`src/rtl/cla_pipe_adder_if.sv`:
```
// Operand/result handshake bundle for the pipelined CLA adder.
// The master drives operands and out_ready; the slave is the adder.
interface cla_pipe_adder_if #(
    parameter int WIDTH = 32,
    parameter int TAGW  = 5
);
    logic             in_valid;
    logic             in_ready;
    logic [WIDTH-1:0] in_a;
    logic [WIDTH-1:0] in_b;
    logic             in_cin;
    logic             in_sub;
    logic [TAGW-1:0]  in_tag;
    logic             out_valid;
    logic             out_ready;
    logic [WIDTH-1:0] out_sum;
    logic             out_cout;
    logic             out_ovf;
    logic             out_zero;
    logic [TAGW-1:0]  out_tag;

    modport master (
        output in_valid, in_a, in_b, in_cin, in_sub, in_tag, out_ready,
        input  in_ready, out_valid, out_sum, out_cout, out_ovf, out_zero, out_tag
    );

    modport slave (
        input  in_valid, in_a, in_b, in_cin, in_sub, in_tag, out_ready,
        output in_ready, out_valid, out_sum, out_cout, out_ovf, out_zero, out_tag
    );
endinterface

```
`src/rtl/cla_pipe_adder.sv`:
```
// Two-stage pipelined carry-lookahead adder/subtractor: stage 1 registers per-block
// P/G and carry-select sums, stage 2 resolves block carries with flat lookahead.
module cla_blk #(
    parameter int BLOCK = 8
) (
    input  logic [BLOCK-1:0] a,
    input  logic [BLOCK-1:0] bx,
    output logic             p,
    output logic             g,
    output logic [BLOCK-1:0] sum0,
    output logic [BLOCK-1:0] sum1
);
    assign p        = &(a ^ bx);
    assign {g, sum0} = {1'b0, a} + {1'b0, bx};
    assign sum1     = sum0 + BLOCK'(1);
endmodule

module cla_pipe_adder #(
    parameter int WIDTH = 32,
    parameter int BLOCK = 8,
    parameter int TAGW  = 5
) (
    input  logic               clock,
    input  logic               reset,
    cla_pipe_adder_if.slave    io
);
    localparam int NBLK = WIDTH / BLOCK;

    if (WIDTH % BLOCK != 0) begin : g_cfg_err
        $error("cla_pipe_adder: WIDTH must be a multiple of BLOCK");
    end

    typedef struct packed {
        logic [NBLK-1:0]            p;
        logic [NBLK-1:0]            g;
        logic [NBLK-1:0][BLOCK-1:0] sum0;
        logic [NBLK-1:0][BLOCK-1:0] sum1;
        logic                       c0;
        logic                       a_msb;
        logic                       bx_msb;
        logic [TAGW-1:0]            tag;
    } stage_t;

    logic [WIDTH-1:0]           bx;
    logic [NBLK-1:0]            blk_p, blk_g;
    logic [NBLK-1:0][BLOCK-1:0] blk_s0, blk_s1;
    stage_t                     s1_d, s1_q, s2_d, s2_q;
    logic                       s1_valid_d, s1_valid_q, s2_valid_d, s2_valid_q;
    logic                       adv1, adv2;
    logic [NBLK:0]              c;
    logic [NBLK-1:0][BLOCK-1:0] sum;
    logic [WIDTH-1:0]           sum_flat;

    assign bx = io.in_sub ? ~io.in_b : io.in_b;

    for (genvar k = 0; k < NBLK; k++) begin : g_blk
        cla_blk #(.BLOCK(BLOCK)) u_blk (
            .a    (io.in_a[k*BLOCK +: BLOCK]),
            .bx   (bx[k*BLOCK +: BLOCK]),
            .p    (blk_p[k]),
            .g    (blk_g[k]),
            .sum0 (blk_s0[k]),
            .sum1 (blk_s1[k])
        );
    end

    // in_ready is combinational from out_ready so a full pipe can still stream.
    assign adv2        = !s2_valid_q || io.out_ready;
    assign adv1        = !s1_valid_q || adv2;
    assign io.in_ready = adv1;

    always_comb begin
        s1_valid_d = s1_valid_q;
        s1_d       = s1_q;
        s2_valid_d = s2_valid_q;
        s2_d       = s2_q;
        if (adv1) begin
            s1_valid_d  = io.in_valid;
            s1_d.p      = blk_p;
            s1_d.g      = blk_g;
            s1_d.sum0   = blk_s0;
            s1_d.sum1   = blk_s1;
            s1_d.c0     = io.in_sub | io.in_cin;
            s1_d.a_msb  = io.in_a[WIDTH-1];
            s1_d.bx_msb = bx[WIDTH-1];
            s1_d.tag    = io.in_tag;
        end
        if (adv2) begin
            s2_valid_d = s1_valid_q;
            s2_d       = s1_q;
        end
    end

    always_ff @(posedge clock or negedge reset) begin
        if (!reset) begin
            s1_valid_q <= 1'b0;
            s2_valid_q <= 1'b0;
            s1_q       <= '0;
            s2_q       <= '0;
        end else begin
            s1_valid_q <= s1_valid_d;
            s2_valid_q <= s2_valid_d;
            s1_q       <= s1_d;
            s2_q       <= s2_d;
        end
    end

    // Each block carry is a two-level sum of products: no ripple between blocks.
    always_comb begin
        logic term, cy;
        term = 1'b0;
        cy   = 1'b0;
        c    = '0;
        c[0] = s2_q.c0;
        for (int k = 0; k < NBLK; k++) begin
            cy = s2_q.c0;
            for (int m = 0; m <= k; m++) cy = cy & s2_q.p[m];
            for (int j = 0; j <= k; j++) begin
                term = s2_q.g[j];
                for (int m = j + 1; m <= k; m++) term = term & s2_q.p[m];
                cy = cy | term;
            end
            c[k+1] = cy;
        end
    end

    always_comb begin
        sum = '0;
        for (int k = 0; k < NBLK; k++)
            sum[k] = c[k] ? s2_q.sum1[k] : s2_q.sum0[k];
    end

    assign sum_flat     = sum;
    assign io.out_valid = s2_valid_q;
    assign io.out_sum   = sum_flat;
    assign io.out_cout  = c[NBLK];
    assign io.out_ovf   = (s2_q.a_msb == s2_q.bx_msb) && (sum_flat[WIDTH-1] != s2_q.a_msb);
    // Qualified by valid so the all-zero reset datapath does not read as a zero result.
    assign io.out_zero  = s2_valid_q & ~|sum_flat;
    assign io.out_tag   = s2_q.tag;
endmodule
```
`src/flat_wrapper.sv`:
```
// flat-port wrapper written by rule: the top's interface ports become plain ports
module cla_pipe_adder_flat 
#(
    parameter int WIDTH = 32,
    parameter int BLOCK = 8,
    parameter int TAGW  = 5
)
  (clock, reset, io_in_valid, io_in_a, io_in_b, io_in_cin, io_in_sub, io_in_tag, io_out_ready, io_in_ready, io_out_valid, io_out_sum, io_out_cout, io_out_ovf, io_out_zero, io_out_tag);
  cla_pipe_adder_if #(.WIDTH(WIDTH), .TAGW(TAGW)) io_i ();
  input  logic clock;
  input  logic reset;
  input wire logic [$bits(io_i.in_valid)-1:0] io_in_valid;
  input wire logic [$bits(io_i.in_a)-1:0] io_in_a;
  input wire logic [$bits(io_i.in_b)-1:0] io_in_b;
  input wire logic [$bits(io_i.in_cin)-1:0] io_in_cin;
  input wire logic [$bits(io_i.in_sub)-1:0] io_in_sub;
  input wire logic [$bits(io_i.in_tag)-1:0] io_in_tag;
  input wire logic [$bits(io_i.out_ready)-1:0] io_out_ready;
  output wire logic [$bits(io_i.in_ready)-1:0] io_in_ready;
  output wire logic [$bits(io_i.out_valid)-1:0] io_out_valid;
  output wire logic [$bits(io_i.out_sum)-1:0] io_out_sum;
  output wire logic [$bits(io_i.out_cout)-1:0] io_out_cout;
  output wire logic [$bits(io_i.out_ovf)-1:0] io_out_ovf;
  output wire logic [$bits(io_i.out_zero)-1:0] io_out_zero;
  output wire logic [$bits(io_i.out_tag)-1:0] io_out_tag;
  assign io_i.in_valid = io_in_valid;
  assign io_i.in_a = io_in_a;
  assign io_i.in_b = io_in_b;
  assign io_i.in_cin = io_in_cin;
  assign io_i.in_sub = io_in_sub;
  assign io_i.in_tag = io_in_tag;
  assign io_i.out_ready = io_out_ready;
  assign io_in_ready = io_i.in_ready;
  assign io_out_valid = io_i.out_valid;
  assign io_out_sum = io_i.out_sum;
  assign io_out_cout = io_i.out_cout;
  assign io_out_ovf = io_i.out_ovf;
  assign io_out_zero = io_i.out_zero;
  assign io_out_tag = io_i.out_tag;
  cla_pipe_adder #(.WIDTH(WIDTH), .BLOCK(BLOCK), .TAGW(TAGW)) u_core (.clock(clock), .reset(reset), .io(io_i));
endmodule
```
`config.mk`:
```
export PLATFORM = sky130hd
export DESIGN_NAME = cla_pipe_adder_flat
export DESIGN_NICKNAME = d
export VERILOG_FILES = /design/src/rtl/cla_pipe_adder_if.sv /design/src/rtl/cla_pipe_adder.sv /design/src/flat_wrapper.sv
export SDC_FILE = /design/constraint.sdc
export NUM_CORES = 1
export LEC_CHECK = 0
export BUFFER_PORTS_ARGS = -buffer_cell sky130_fd_sc_hd__buf_4
export CAP_MARGIN = 20
export CORE_ASPECT_RATIO = 1.75
export CORE_MARGIN = 2
export CORE_UTILIZATION = 30
export CTS_BUF_LIST = sky130_fd_sc_hd__clkbuf_8
export CTS_CLUSTER_SIZE = 16
export DETAILED_ROUTE_END_ITERATION = 12
export PLACE_DENSITY = 0.52
export SLEW_MARGIN = 10
export SYNTH_ARGS = -nofsm -noshare
export SYNTH_HDL_FRONTEND = slang
export SYNTH_SLANG_ARGS = --single-unit
```
`constraint.sdc`:
```
create_clock -name clock -period 2.6 [get_ports clock]
set_clock_uncertainty 0.1 [all_clocks]
set_input_delay 0.52 -clock clock [delete_from_list [all_inputs] [get_ports clock]]
set_output_delay 0.52 -clock clock [all_outputs]
set_load 0.01 [all_outputs]
```
==> results.yml <==
synthesis:
  yosysTopAreaCell: "dfrtp_1"
  async_flop_share_pct: 100.0
  syn_area_per_cell_um2: 10.24
  synth-simple-area-share_pct: 15.32
  synth-seq-cells: 162
  yosysWarningCount: 0
  synth_top_family_by_area: "simple AND/OR/NAND/NOR gates"
  syn-num-nets: 972
  yosysSeqAreaShare_pct: 46.18
  synth_edf_count: 0
  netlist.area_leader.share_pct: 46.18
  yosys.area_share.xor_xnor_pct: 7.397
  synthTopCellsByArea: "dfrtp_1 46%, mux2_2 13%, nand2_1 7.4%, ha_1 5.1%, xor2_1 4.5%"
  synth_cell_types: 62
  synth_adder_area_share_pct: 6.043
  synthMuxAreaShare_pct: 13.57
  syn_area_um2: 8778
  dominantRegCellSynth: "dfrtp_1"
  synth_compound_area_share_pct: 8.495
  synth_cells: 857
clock_network:
  cts_made_buffers: 17
  cts_tree: "built"
  cts.sinks: 162
  cts.clk_slew.worst_paths_ps: 90
  insertion_delay_ps: 470
  h-tree-depth: 4
  clockBufferDepth: 2
  cts-root-buf: "clkbuf_8"
drt:
  drt_first_pass_iters: 5
  routedWlPerCell_um: 14.90
  drt_iter0_markers: 226
  wirelength_um: 21870
  postRouteAntennaNets: 0
  drc: 0
  vias_per_cell: 4.599
  dr_total_vias: 6752
sta:
  post-route-min-period_ps: 3014
  finalHoldViolations: 0
  rsz0062_at_grt: "true"
  maxSlewViolCount: 0
  clock.fmax_ghz: 0.3317
  setup_tns_ps: -3529
  min_period_over_period_pct: 115.9
  tightest_slew_ps: 712.4
  maxSlewHeadroom_pct: 52.50
  layout_setup_ws_ps: -414.5
  setup_viol: 18
status:
  violations: "negative setup slack"
  status: "complete, but fails checks"
setup_path:
  cp-start-kind: "register"
  crit_buf_inv: 1
  worstPathArrival_ps: 2390
  worstPathMaxFanout: 5
  crit_family: "simple AND/OR/NAND/NOR gates"
  crit_required_ps: 1980
  r2r_slack_ps: 880
  cpPeakStageDelay_ps: 460
  worstSetupEndpointType: "output pin"
  path_class: "reg2out"
  crit_path_top_delay_cell: "dfrtp_2"
  crit_chain: "a21o_4 -> or4_4 -> a21oi_2 -> and4b_2 -> nand4_1 -> nor2_1 -> buf_4"
finish:
  mostFrequentLayoutCells: "201 x buf_4, 173 x nand2_1, 161 x dfrtp_1"
  seqCellArea_um2: 4055
  multi_input_comb_area_um2: 4730
  fin_util_pct: 40.95
  final_common_cell: "buf_4"
  nets: 1191
  final_cells: 1468
  fillers: 2922
  syn2layout_area_growth_pct: 34.01
  layout-drive-gt1-share_pct: 38.93
grt:
  grt-ovfl-total: 0
  grt_max_degree: 83
  antenna_found_initial: 1
  grt_pass1_vias: 7123
  use_met1_pct: 16.27
  grt.met2_usage_pct: 28.27
  grt_usage_pct: 14.96
  grt.busiest_layer: "met2"
  use_met3_pct: 2.976
  grt_pass1_wl_um: 36050
floorplanning:
  num_rows: 82
  pin_count: 117
  start_util_pct: 30.56
  die_h_um: 230.3
  fp.dieW_um: 133.3
  fp.dieArea_um2: 30700
  core_region_area_um2: 28730
flow_run:
  drv_cap: 0
pwr:
  vdd_ir_drop_max_mv: 0.3528
  p_per_area_nw_per_um2: 814.5
  p_leak_nw: 5.463
min_path:
  holdCritPathClass: "in2reg"
placement:
  placement.io_buffers: 116
  place_inst: 1426
  dp.final_hpwl_um: 16780
  gp_congestion: 0.8141
==> where the power goes <==
part	switching, mW	total, mW	internal, mW	leakage, nW
combinational	1.67	3.85	2.18	3.34
clock	0.975	1.96	0.984	0.202
sequential	0.490	3.77	3.28	1.92
total	3.13	9.58	6.45	5.46
==> timing repair <==
item / in CTS / in global routing
gates resized for setup: 51 / 9
setup endpoints to repair: 20 / 20
hold buffers: 1 / 0
setup buffers: 5 / 4
pin swaps: 7 / 6
gates cloned: 1 / 0
hold endpoints to repair: 25 / 0
==> per-layer routing <==
metal  wire length (um)  part of all wire [%]
met2              12070                    55
met5                 13                 0.059
met4                531                   2.4
met3                734                   3.4
met1               8514                    39
==> cells in the mapped netlist (2+ instances only) <==
| cell type | n |
|---|---|
| nand2_1 | 173 |
| dfrtp_1 | 162 |
| mux2_2 | 104 |
| xor2_1 | 45 |
| ha_1 | 36 |
| nor2_1 | 36 |
| a21oi_1 | 28 |
| clkbuf_1 | 27 |
| xnor2_1 | 26 |
| inv_1 | 25 |
| o21ai_0 | 24 |
| o21ai_1 | 17 |
| nand3_1 | 12 |
| nand4_1 | 12 |
| nor3_1 | 11 |
| a211oi_1 | 7 |
| nor2b_1 | 7 |
| nand2b_1 | 6 |
| and3_1 | 5 |
| buf_4 | 5 |
| nor4_1 | 5 |
| o2111ai_1 | 5 |
| o31ai_1 | 5 |
| a21o_1 | 4 |
| fa_1 | 4 |
| nor3b_1 | 4 |
| o22ai_1 | 4 |
| or4_1 | 4 |
| buf_1 | 3 |
| buf_2 | 3 |
| o21bai_1 | 3 |
| o41ai_1 | 3 |
| or2_1 | 3 |
| or4b_1 | 3 |
| a221oi_1 | 2 |
| a22oi_1 | 2 |
| and3b_1 | 2 |
| mux2i_1 | 2 |
| nand3b_1 | 2 |
| nand4b_1 | 2 |
| o211ai_1 | 2 |
| o21ba_2 | 2 |
==> kinds of logic after synthesis <==
kind of cell | after synthesis
XOR/XNOR | 72
adder cells (fa/ha/maj) | 40
multiplexers | 106
AND/OR/NAND/NOR | 295
buffers and inverters | 64
flip-flops | 162
AO/OA/AOI/OAI | 118
==> path summary, 6_finish.rpt <==
kind | start | endpoint | depth (start not counted)
max in group asynchronous | reset | u_core.s1_q[66] | 3
max | u_core.c[0] | io_out_zero | 7
min in group asynchronous | reset | u_core.s1_q[43] | 2
min | io_in_valid | u_core.s1_valid_q | 2
min reg2reg | u_core.s1_q[9] | u_core.s1_q[9] | 2
max reg2reg | u_core.io.out_valid | u_core.s1_q[26] | 4
==> flip-flops by register name, summed over array words and instances, names as in the netlist <==
signal,flops
u_core.io.out_tag,5
u_core.s1_valid_q,1
u_core.c,1
u_core.s1_q,80
u_core.s2_q,74
u_core.io.out_valid,1
==> per-stage QoR <==
stage / instance area [um^2] / hold WS [ps] / total power, mW / setup WS (ps)
finish: 11760 / 141.2 / 9.582 / -414.5
global route: 11760 / 128.3 / 10.26 / -605.6
CTS: 11710 / 103.8 / 9.701 / -453.6
detailed placement: 11050 / 313.3 / 7.429 / -375.5
global placement: 11050 / 313.0 / 7.366 / -329.8
floorplan: 8984 / 124.4 / 5.760 / -269.6
==> area by class of cell <==
cell class,count,share of cell area (%)
Multi-Input combinational cell,631,40.20
Sequential cell,162,34.47
Clock inverter,14,1.510
Inverter,26,0.8296
Timing Repair Buffer,238,16.84
Antenna cell,1,0.02127
Tap cell,378,4.020
Clock buffer,18,2.106
Note: power is estimated with default switching activity, not from simulation.
